File: config.mk
export PLATFORM = sky130hd
export DESIGN_NAME = load_store_unit_flat
export DESIGN_NICKNAME = d
export VERILOG_FILES = /design/src/rtl/mips_pkg.sv /design/src/rtl/load_store_unit_if.sv /design/src/rtl/lsu_byte_lane.sv /design/src/rtl/load_store_unit.sv /design/src/flat_wrapper.sv
export SDC_FILE = /design/constraint.sdc
export NUM_CORES = 1
export LEC_CHECK = 0
export CAP_MARGIN = 15
export CORE_ASPECT_RATIO = 0.75
export CORE_MARGIN = 1.5
export CORE_UTILIZATION = 48
export DETAILED_ROUTE_END_ITERATION = 8
export MAX_ROUTING_LAYER = met4
export PLACE_DENSITY_LB_ADDON = 0.2
export REMOVE_ABC_BUFFERS = 1
export SETUP_SLACK_MARGIN = 0.2
export SLEW_MARGIN = 20
export SYNTH_ARGS = -nofsm -noshare
export SYNTH_HDL_FRONTEND = slang
export SYNTH_SLANG_ARGS = --single-unit
File: constraint.sdc
create_clock -name clk -period 6.5 [get_ports clk]
set_clock_uncertainty 0.1 [all_clocks]
set_input_delay 1.3 -clock clk [delete_from_list [all_inputs] [get_ports clk]]
set_output_delay 1.3 -clock clk [all_outputs]
set_load 0.01 [all_outputs]
File: src/rtl/mips_pkg.sv
// mips_pkg: access size codes, LSU state encoding and alignment check shared by the load/store unit
package mips_pkg;
    localparam logic [1:0] SZ_BYTE = 2'b00;
    localparam logic [1:0] SZ_HALF = 2'b01;
    localparam logic [1:0] SZ_WORD = 2'b10;
    typedef enum logic [1:0] {ST_IDLE, ST_ACCESS, ST_MERGE_WR, ST_RESP} lsu_state_t;
    // size 11 has no legal encoding, so it is reported like a misalignment
    function automatic logic is_misaligned(input logic [1:0] size, input logic [1:0] addr_lo);
        return (size == SZ_HALF && addr_lo[0]) || (size == SZ_WORD && addr_lo != 2'b00) || size == 2'b11;
    endfunction
endpackage

File: src/rtl/load_store_unit_if.sv
// load_store_unit_if: request/response bus from execute stage plus word-indexed data memory port
//   slave  : LSU side (takes requests, drives responses and memory A/WD/WE, reads RD)
//   master : execute stage / memory model side
interface load_store_unit_if #(parameter int ADDR_W = 32);
    logic              req_valid;
    logic              req_ready;
    logic              req_we;
    logic [1:0]        req_size;
    logic              req_unsigned;
    logic [ADDR_W-1:0] req_addr;
    logic [31:0]       req_wdata;
    logic              rsp_valid;
    logic [31:0]       rsp_rdata;
    logic              rsp_misaligned;
    logic [ADDR_W-1:0] mem_a;
    logic [31:0]       mem_wd;
    logic              mem_we;
    logic [31:0]       mem_rd;
    modport slave (
        input  req_valid, req_we, req_size, req_unsigned, req_addr, req_wdata, mem_rd,
        output req_ready, rsp_valid, rsp_rdata, rsp_misaligned, mem_a, mem_wd, mem_we
    );
    modport master (
        output req_valid, req_we, req_size, req_unsigned, req_addr, req_wdata, mem_rd,
        input  req_ready, rsp_valid, rsp_rdata, rsp_misaligned, mem_a, mem_wd, mem_we
    );
endinterface

File: src/rtl/lsu_byte_lane.sv
// lsu_byte_lane: little-endian lane select/extend for loads and lane merge for sub-word stores
//   i_size, i_unsigned, i_addr_lo : latched access attributes
//   i_rd, i_wdata                 : memory read word, store data (low bits)
//   o_load, o_merged              : extended load value, read word with new lane inserted
module lsu_byte_lane
    import mips_pkg::*;
(
    input  logic [1:0]  i_size,
    input  logic        i_unsigned,
    input  logic [1:0]  i_addr_lo,
    input  logic [31:0] i_rd,
    input  logic [31:0] i_wdata,
    output logic [31:0] o_load,
    output logic [31:0] o_merged
);
    logic [4:0]  w_bsh;
    logic [4:0]  w_hsh;
    logic [7:0]  w_byte;
    logic [15:0] w_half;
    logic [31:0] w_mask;
    logic [31:0] w_rep;
    assign w_bsh  = {i_addr_lo, 3'b000};
    assign w_hsh  = {i_addr_lo[1], 4'b0000};
    assign w_byte = 8'(i_rd >> w_bsh);
    assign w_half = 16'(i_rd >> w_hsh);
    assign o_load = (i_size == SZ_BYTE) ? {{24{~i_unsigned & w_byte[7]}}, w_byte} :
                    (i_size == SZ_HALF) ? {{16{~i_unsigned & w_half[15]}}, w_half} : i_rd;
    // replicating the store data across lanes lets one mask pick the target lane
    assign w_mask = (i_size == SZ_BYTE) ? (32'h0000_00FF << w_bsh) :
                    (i_size == SZ_HALF) ? (32'h0000_FFFF << w_hsh) : 32'hFFFF_FFFF;
    assign w_rep  = (i_size == SZ_BYTE) ? {4{i_wdata[7:0]}} :
                    (i_size == SZ_HALF) ? {2{i_wdata[15:0]}} : i_wdata;
    assign o_merged = (i_rd & ~w_mask) | (w_rep & w_mask);
endmodule

File: src/rtl/load_store_unit.sv
// load_store_unit: MIPS load/store initiator, one request at a time, sub-word stores by read-modify-write
//   clk, rst : clock, asynchronous active-high reset
//   bus      : request/response handshake and data memory port (slave view)
module load_store_unit
    import mips_pkg::*;
#(
    parameter int ADDR_W = 32,
    parameter int DATA_W = 32
) (
    input logic              clk,
    input logic              rst,
    load_store_unit_if.slave bus
);
    if (DATA_W != 32) begin : g_bad_width
        $error("load_store_unit: DATA_W must be 32");
    end
    lsu_state_t        r_state;
    lsu_state_t        w_next;
    logic              r_we;
    logic              r_uns;
    logic [1:0]        r_size;
    logic [1:0]        r_lo;
    logic [31:0]       r_wdata;
    logic [31:0]       r_merged;
    logic [31:0]       r_rdata;
    logic              r_mis;
    logic [ADDR_W-1:0] r_mem_a;
    logic              w_accept;
    logic              w_mis;
    logic              w_sw;
    logic [31:0]       w_load;
    logic [31:0]       w_merged;
    assign w_accept = bus.req_valid && r_state == ST_IDLE;
    assign w_mis    = is_misaligned(bus.req_size, bus.req_addr[1:0]);
    assign w_sw     = r_we && r_size == SZ_WORD;
    lsu_byte_lane u_lane (
        .i_size    (r_size),
        .i_unsigned(r_uns),
        .i_addr_lo (r_lo),
        .i_rd      (bus.mem_rd),
        .i_wdata   (r_wdata),
        .o_load    (w_load),
        .o_merged  (w_merged)
    );
    always_ff @(posedge clk or posedge rst) begin
        if (rst) r_state <= ST_IDLE;
        else     r_state <= w_next;
    end
    always_comb begin
        w_next = r_state;
        case (r_state)
            ST_IDLE:     w_next = w_accept ? (w_mis ? ST_RESP : ST_ACCESS) : ST_IDLE;
            ST_ACCESS:   w_next = (r_we && !w_sw) ? ST_MERGE_WR : ST_RESP;
            ST_MERGE_WR: w_next = ST_RESP;
            default:     w_next = ST_IDLE;
        endcase
    end
    always_ff @(posedge clk or posedge rst) begin
        if (rst) begin
            r_we     <= 1'b0;
            r_uns    <= 1'b0;
            r_size   <= 2'b00;
            r_lo     <= 2'b00;
            r_wdata  <= '0;
            r_merged <= '0;
            r_rdata  <= '0;
            r_mis    <= 1'b0;
            r_mem_a  <= '0;
        end else begin
            if (w_accept) begin
                r_we    <= bus.req_we;
                r_uns   <= bus.req_unsigned;
                r_size  <= bus.req_size;
                r_lo    <= bus.req_addr[1:0];
                r_wdata <= bus.req_wdata;
                if (w_mis) begin
                    r_mis   <= 1'b1;
                    r_rdata <= '0;
                end else begin
                    r_mem_a <= {2'b00, bus.req_addr[ADDR_W-1:2]};
                end
            end
            if (r_state == ST_ACCESS) r_merged <= w_merged;
            // response registers change only on the edge entering RESP so they hold otherwise
            if (r_state != ST_IDLE && w_next == ST_RESP) begin
                r_mis   <= 1'b0;
                r_rdata <= r_we ? 32'h0 : w_load;
            end
        end
    end
    assign bus.req_ready      = r_state == ST_IDLE;
    assign bus.rsp_valid      = r_state == ST_RESP;
    assign bus.rsp_rdata      = r_rdata;
    assign bus.rsp_misaligned = r_mis;
    assign bus.mem_a          = r_mem_a;
    assign bus.mem_we         = (r_state == ST_ACCESS && w_sw) || r_state == ST_MERGE_WR;
    assign bus.mem_wd         = (r_state == ST_ACCESS) ? r_wdata : r_merged;
endmodule

File: src/flat_wrapper.sv
// flat-port wrapper written by rule: the top's interface ports become plain ports
module load_store_unit_flat import mips_pkg::*;
#(
    parameter int ADDR_W = 32,
    parameter int DATA_W = 32
)
  (clk, rst, bus_req_valid, bus_req_we, bus_req_size, bus_req_unsigned, bus_req_addr, bus_req_wdata, bus_mem_rd, bus_req_ready, bus_rsp_valid, bus_rsp_rdata, bus_rsp_misaligned, bus_mem_a, bus_mem_wd, bus_mem_we);
  load_store_unit_if #(.ADDR_W(ADDR_W)) bus_i ();
  input logic clk;
  input logic rst;
  input wire logic [$bits(bus_i.req_valid)-1:0] bus_req_valid;
  input wire logic [$bits(bus_i.req_we)-1:0] bus_req_we;
  input wire logic [$bits(bus_i.req_size)-1:0] bus_req_size;
  input wire logic [$bits(bus_i.req_unsigned)-1:0] bus_req_unsigned;
  input wire logic [$bits(bus_i.req_addr)-1:0] bus_req_addr;
  input wire logic [$bits(bus_i.req_wdata)-1:0] bus_req_wdata;
  input wire logic [$bits(bus_i.mem_rd)-1:0] bus_mem_rd;
  output wire logic [$bits(bus_i.req_ready)-1:0] bus_req_ready;
  output wire logic [$bits(bus_i.rsp_valid)-1:0] bus_rsp_valid;
  output wire logic [$bits(bus_i.rsp_rdata)-1:0] bus_rsp_rdata;
  output wire logic [$bits(bus_i.rsp_misaligned)-1:0] bus_rsp_misaligned;
  output wire logic [$bits(bus_i.mem_a)-1:0] bus_mem_a;
  output wire logic [$bits(bus_i.mem_wd)-1:0] bus_mem_wd;
  output wire logic [$bits(bus_i.mem_we)-1:0] bus_mem_we;
  assign bus_i.req_valid = bus_req_valid;
  assign bus_i.req_we = bus_req_we;
  assign bus_i.req_size = bus_req_size;
  assign bus_i.req_unsigned = bus_req_unsigned;
  assign bus_i.req_addr = bus_req_addr;
  assign bus_i.req_wdata = bus_req_wdata;
  assign bus_i.mem_rd = bus_mem_rd;
  assign bus_req_ready = bus_i.req_ready;
  assign bus_rsp_valid = bus_i.rsp_valid;
  assign bus_rsp_rdata = bus_i.rsp_rdata;
  assign bus_rsp_misaligned = bus_i.rsp_misaligned;
  assign bus_mem_a = bus_i.mem_a;
  assign bus_mem_wd = bus_i.mem_wd;
  assign bus_mem_we = bus_i.mem_we;
  load_store_unit #(.ADDR_W(ADDR_W), .DATA_W(DATA_W)) u_core (.clk(clk), .rst(rst), .bus(bus_i));
endmodule
==> flow_summary.json, run 1 <==
{
  "dr_total_vias": 5307,
  "core_mm2": 0.0138,
  "layout.nets": 870,
  "dieArea_mm2": 0.0151,
  "dr.pass1.iters": 4,
  "yosys_most_used_dff": "dfrtp_1",
  "grt_pass1_vias": 5517,
  "worstMarginPinSlew_ns": 0.975,
  "placed_cell_area_mm2": 0.00896,
  "status": "finished clean",
  "drt-total-wl_um": 19200,
  "crit_path_end_kind": "output pin",
  "crit_family": "buffers and inverters",
  "cts_resized": 0,
  "hold_viol": 0,
  "grt_max_degree": 81,
  "drv_cap": 0,
  "ys_ff_latch": 135,
  "antenna_found_initial": 0,
  "hold_buffers": 0,
  "critPathArrivalTime_ns": 3.06,
  "placementRows": 37,
  "dp_hpwl_um": 12600,
  "globalplace.congestion": 0.841,
  "postRouteAntennaNets": 0,
  "synthToLayoutAreaGrowth_pct": 39.1,
  "place_ws_ns": 2.35,
  "holdWs_ns": 0.388,
  "hold_path.class": "register to register",
  "synth_area_leaders": "dfrtp_1 (49%), mux2_2 (14%), mux2i_1 (7.3%)",
  "timing_worst_setup_path_type": "register to output pin",
  "powerDensity_mw_per_mm2": 539,
  "grt_overflow": 0,
  "drt_iter0_markers": 341,
  "synthArstFlopShare": 1.00,
  "cpPeakStageDelay_ns": 0.57,
  "slowest_stage": "buf_4",
  "grt_setup_unrepaired": "no",
  "met3_usage": 0.0701,
  "worstPathMaxFanout": 67,
  "wl_per_cell_um": 20.2,
  "grt_use_met1": 0.355,
  "netlist_instances": 579,
  "fmax_ghz": 0.224,
  "crit_chain": "inv_1 -> ha_2 -> buf_4 -> inv_1 -> buf_4 -> nand2_1 -> nand2_1 -> clkdlybuf4s50_1",
  "grt_pass1_wl_um": 29800,
  "grt_usage": 0.268,
  "synth_cell_types": 48,
  "routed_via_density": 5.58,
  "worst_setup_path_start_kind": "register",
  "groute.layer.met2.usage": 0.414,
  "cts_root_buf": "clkbuf_16",
  "slew_viol_final": 0,
  "initial_core_util": 0.497,
  "cts_buffer_depth": 2,
  "stdcell_area_mm2": 0.00956,
  "synth_commonest_cells": "dfrtp_1 (135), mux2_2 (86), nand2_1 (54), mux2i_1 (50), nor2_1 (28)",
  "synth_area_mm2": 0.00687,
  "setup_tns_ns": 0,
  "synth_seq_area_share": 0.492,
  "htreeDepth": 4,
  "layout_min_cycle_time_ns": 4.46,
  "drive_gt1_frac": 0.188,
  "chipHeight_um": 107,
  "synthMostInstantiatedCell": "dfrtp_1",
  "setup_violations": 0,
  "maxSlewHeadroom": 0.350,
  "fin_crit_sh": 0.686,
  "io_buffers": 200,
  "yosysWarnings": 0,
  "synth_top_area_frac": 0.492,
  "clock-sinks": 135,
  "cts_setup_buffers": 0,
  "synth-edff-count": 0,
  "crit_required_ns": 5.10,
  "setup_ws_ns": 2.04,
  "syn_area_per_cell_um2": 11.9,
  "fp.dieW_um": 141,
  "cts_buffers": 17,
  "final_core_util": 0.691,
  "ir_drop_v": 0.000254,
  "p_leak_nw": 4.11,
  "gr-max-usage-layer": "met2",
  "path_clk_slew_ns": 0.06,
  "synth_top_area_cell": "dfrtp_1",
  "crit_buf_inv": 5,
  "drcViolationCount": 0,
  "ios": 203,
  "n_antenna_cell": 0,
  "cts_tree": "done",
  "clk_latency_ns": 0.41
}
-- per-layer routing --
metal  share of wire  wire (um)
met5               0          0
met4          0.0069        133
met3           0.069       1320
met2            0.48       9180
met1            0.45       8540
-- worst register-to-register path, delay by kind of cell (launching register included) --
| kind | cells | cell delay, ns |
|---|---|---|
| AOI/OAI and AO/OA | 2 | 0.91 |
| and+or+nand+nor | 2 | 0.71 |
| buffers and inverters | 2 | 0.66 |
| DFF | 1 | 0.40 |
| adders and majority gates | 1 | 0.16 |
-- final cells by class --
cell class                 instances  area [um2]
tap                              175         219
inverter                           5        23.8
multi-input combinational        397        3290
fill                             988        4280
timing repair buffer             207        2050
clock buffer                      20         467
sequential                       135        3380
clock inverter                    12         125
-- metrics by stage --
step           total power, mW  cells
3_3_place_gp              4.10    919
3_5_place_dp              4.17    919
6_report                  5.15    951
4_1_cts                   5.17    951
2_1_floorplan             3.03    537
5_1_grt                   5.45    951
-- state kept, by name (all words and copies together), names as in the netlist --
register                   cells
u_core.r_merged               32
u_core.bus.rsp_misaligned      1
u_core.bus.rsp_rdata          32
u_core.bus.mem_a              30
u_core.r_lo                    2
u_core.r_state                 2
u_core.r_size                  2
u_core.r_uns                   1
u_core.r_we                    1
u_core.r_wdata                32
-- cells in the final DEF (no fill, tap or decap), drive strengths merged, types with 3 or more instances in the layout --
| cell type | count |
|---|---|
| clkdlybuf4s50 | 200 |
| dfrtp | 135 |
| mux2 | 113 |
| nand2 | 54 |
| mux2i | 50 |
| nor2 | 29 |
| a21oi | 28 |
| o21ai | 27 |
| nor2b | 21 |
| clkbuf | 20 |
| o2bb2ai | 15 |
| a22o | 8 |
| a221o | 7 |
| buf | 7 |
| clkinv | 6 |
| inv | 6 |
| mux4 | 5 |
| nand2b | 4 |
| ha | 4 |
| and3b | 3 |
| clkinvlp | 3 |
| a211oi | 3 |
-- final timing paths --
path | from | to | slack (ns) | depth (start not counted)
max in group asynchronous | rst | u_core.r_size[1] | 3.72 | 3
worst min register to register | u_core.r_merged[16] | u_core.r_merged[16] | 0.39 | 2
min in group asynchronous | rst | u_core.r_merged[4] | 1.31 | 2
worst max-delay path | u_core.r_state[1] | bus_mem_wd[15] | 2.04 | 8
worst max register to register | u_core.r_state[1] | u_core.bus.rsp_rdata[13] | 3.50 | 7
worst min-delay path | u_core.r_merged[16] | u_core.r_merged[16] | 0.39 | 2
-- cells by family (layout without fill, tap and decap cells) --
logic type,Yosys count,in the layout,share of synthesized area
other,1,2,0.000546
muxes,168,168,0.274
DFF,135,135,0.492
AOI/OAI and AO/OA,99,99,0.104
buffers and inverters,48,244,0.0331
and+or+nand+nor,124,124,0.0888
adders and majority gates,4,4,0.00728
-- power breakdown --
| part | internal, mW | switching [mW] | total [mW] |
|---|---|---|---|
| combinational | 1.41 | 1.23 | 2.64 |
| clock | 0.593 | 0.371 | 0.964 |
| sequential | 1.24 | 0.315 | 1.55 |
| total | 3.24 | 1.91 | 5.15 |
No activity file was read; power rests on OpenSTA's default activity.
==> run 2: changes to the inputs <==
--- a/config.mk
+++ b/config.mk
@@ -8,7 +8,7 @@
 export CAP_MARGIN = 15
 export CORE_ASPECT_RATIO = 0.75
 export CORE_MARGIN = 1.5
-export CORE_UTILIZATION = 48
+export CORE_UTILIZATION = 43
 export DETAILED_ROUTE_END_ITERATION = 8
 export MAX_ROUTING_LAYER = met4
 export PLACE_DENSITY_LB_ADDON = 0.2
==> constraint.sdc (replaced) <==
create_clock -name clk -period 3.6 [get_ports clk]
set_clock_uncertainty 0.1 [all_clocks]
set_input_delay 0.72 -clock clk [delete_from_list [all_inputs] [get_ports clk]]
set_output_delay 0.72 -clock clk [all_outputs]
set_load 0.01 [all_outputs]
==> run 2 against run 1 <==
Net effect: hold slack lost 0.0011 ns; sequential power grew 84%; routed wire length grew 6.1%; sequential share of layout area shrank 0.66 points; non-clock buffer count grew 9; total power grew 87%; count of clock-buffer cells in the layout grew 3; largest cell class unchanged.
==> flow_summary.json, run 2 (synthesis gave the netlist of run 1 again) <==
{
  "postRouteAntennaNets": 0,
  "routed_via_density": 5.40,
  "drt-total-wl_um": 20300,
  "routed.top_layer": "met4",
  "drcViolationCount": 0,
  "drive_gt1_frac": 0.194,
  "timing_worst_setup_path_type": "register to output pin",
  "powerDensity_mw_per_mm2": 989,
  "drv_cap": 0,
  "worstMarginPinSlew_ns": 0.912,
  "globalplace.congestion": 0.817,
  "clk_latency_ns": 0.43,
  "crit_chain": "inv_1 -> ha_4 -> buf_4 -> mux2_2 -> clkdlybuf4s50_1",
  "ios": 203,
  "met2_wirelength_um": 9230,
  "fp.dieW_um": 149,
  "place_ws_ns": 0.562,
  "path_clk_slew_ns": 0.06,
  "dr.pass1.iters": 4,
  "crit_path_end_kind": "output pin",
  "dp_cells": 958,
  "cts_tree": "done",
  "n_antenna_cell": 0,
  "hold_buffers": 0,
  "slowest_stage": "clkdlybuf4s50_1",
  "maxSlewHeadroom": 0.390,
  "clock-sinks": 135,
  "layout.nets": 879,
  "crit_required_ns": 2.78,
  "synthToLayoutAreaGrowth_pct": 41.7,
  "status": "finished clean",
  "slew_viol_final": 0,
  "grt_max_degree": 61,
  "hold_path.class": "register to register",
  "antenna_found_initial": 0,
  "grt_pass1_vias": 5648,
  "holdWs_ns": 0.387,
  "critPathArrivalTime_ns": 2.42,
  "grt_usage": 0.264,
  "cts_buffers": 17,
  "wl_met1_um": 9170,
  "p_leak_nw": 4.19,
  "hold_viol": 0,
  "fin_crit_sh": 0.901,
  "stdcell_area_mm2": 0.00974,
  "cts_resized": 1,
  "io_buffers": 200,
  "placementRows": 39,
  "layout_common_cells": "clkdlybuf4s50_1 (200), dfrtp_1 (134), mux2_2 (86)",
  "chipHeight_um": 112,
  "worst_setup_path_start_kind": "register",
  "cts_buffer_depth": 2,
  "final_common_cell": "clkdlybuf4s50_1",
  "dr_total_vias": 5340,
  "cts_root_buf": "clkbuf_16",
  "setup_violations": 0,
  "htreeDepth": 4,
  "dr_wl_met3_um": 1520,
  "worstPathMaxFanout": 18,
  "grt_pass1_wl_um": 32100,
  "setup_ws_ns": 0.357,
  "initial_core_util": 0.446,
  "core_mm2": 0.0154,
  "fmax_ghz": 0.308,
  "drt_iter0_markers": 285,
  "cts_setup_buffers": 0,
  "fill_cells": 1221,
  "setup_tns_ns": 0,
  "dp_hpwl_um": 14400,
  "wl_per_cell_um": 20.6,
  "grt_setup_unrepaired": "no",
  "stdcell_count": 989,
  "dieArea_mm2": 0.0168,
  "ir_drop_v": 0.000475,
  "placed_cell_area_mm2": 0.00907,
  "layout_min_cycle_time_ns": 3.24,
  "grt_overflow": 0,
  "cpPeakStageDelay_ns": 0.48
}
==> run 2: path summary, 6_finish.rpt <==
kind | from | end | slack, ns | cells after the start
max | u_core.r_state[1] | bus_mem_wd[24] | 0.36 | 5
min | u_core.r_merged[11] | u_core.r_merged[11] | 0.39 | 2
max reg2reg | u_core.r_state[1] | u_core.bus.rsp_rdata[2] | 0.83 | 8
min reg2reg | u_core.r_merged[11] | u_core.r_merged[11] | 0.39 | 2
max in group asynchronous | rst | u_core.bus.mem_a[18] | 1.92 | 3
min in group asynchronous | rst | u_core.bus.mem_a[10] | 0.64 | 2
==> run 2: area by class of cell <==
type / instances / area (um2) / area share
Multi-Input combinational cell: 397 / 3290 / 0.338
Timing Repair Buffer: 216 / 2130 / 0.219
Clock inverter: 8 / 168 / 0.0172
Clock buffer: 23 / 488 / 0.0501
Sequential cell: 135 / 3380 / 0.347
Tap cell: 205 / 256 / 0.0263
Inverter: 5 / 23.8 / 0.00244
==> run 2: metal layers <==
| metal | global-route usage | vias up |
|---|---|---|
| li1 | - | 2453 |
| met1 | 0.347 | 2645 |
| met2 | 0.390 | 209 |
| met3 | 0.0780 | 33 |
| met4 | 0.0884 | 0 |
| met5 | - | - |
==> run 2: critical path: cells and delay by family (launching register included) <==
| kind | cells | cell delay [ns] |
|---|---|---|
| buffers and inverters | 3 | 0.90 |
| muxes | 1 | 0.37 |
| DFF | 1 | 0.40 |
| adders and majority gates | 1 | 0.31 |
==> run 2: power breakdown <==
part | leakage, nW | total [mW] | switching [mW] | internal, mW
Clock | 0.319 | 1.94 | 0.645 | 1.30
Sequential | 1.64 | 2.85 | 0.617 | 2.23
Combinational | 2.23 | 4.84 | 2.23 | 2.61
==> run 2: stage by stage <==
step / util / total power [mW]
2_1_floorplan: - / 5.47
3_3_place_gp: 0.588 / 7.52
3_5_place_dp: 0.588 / 7.67
4_1_cts: 0.632 / 9.67
5_1_grt: 0.632 / 10.2
6_report: 0.632 / 9.63
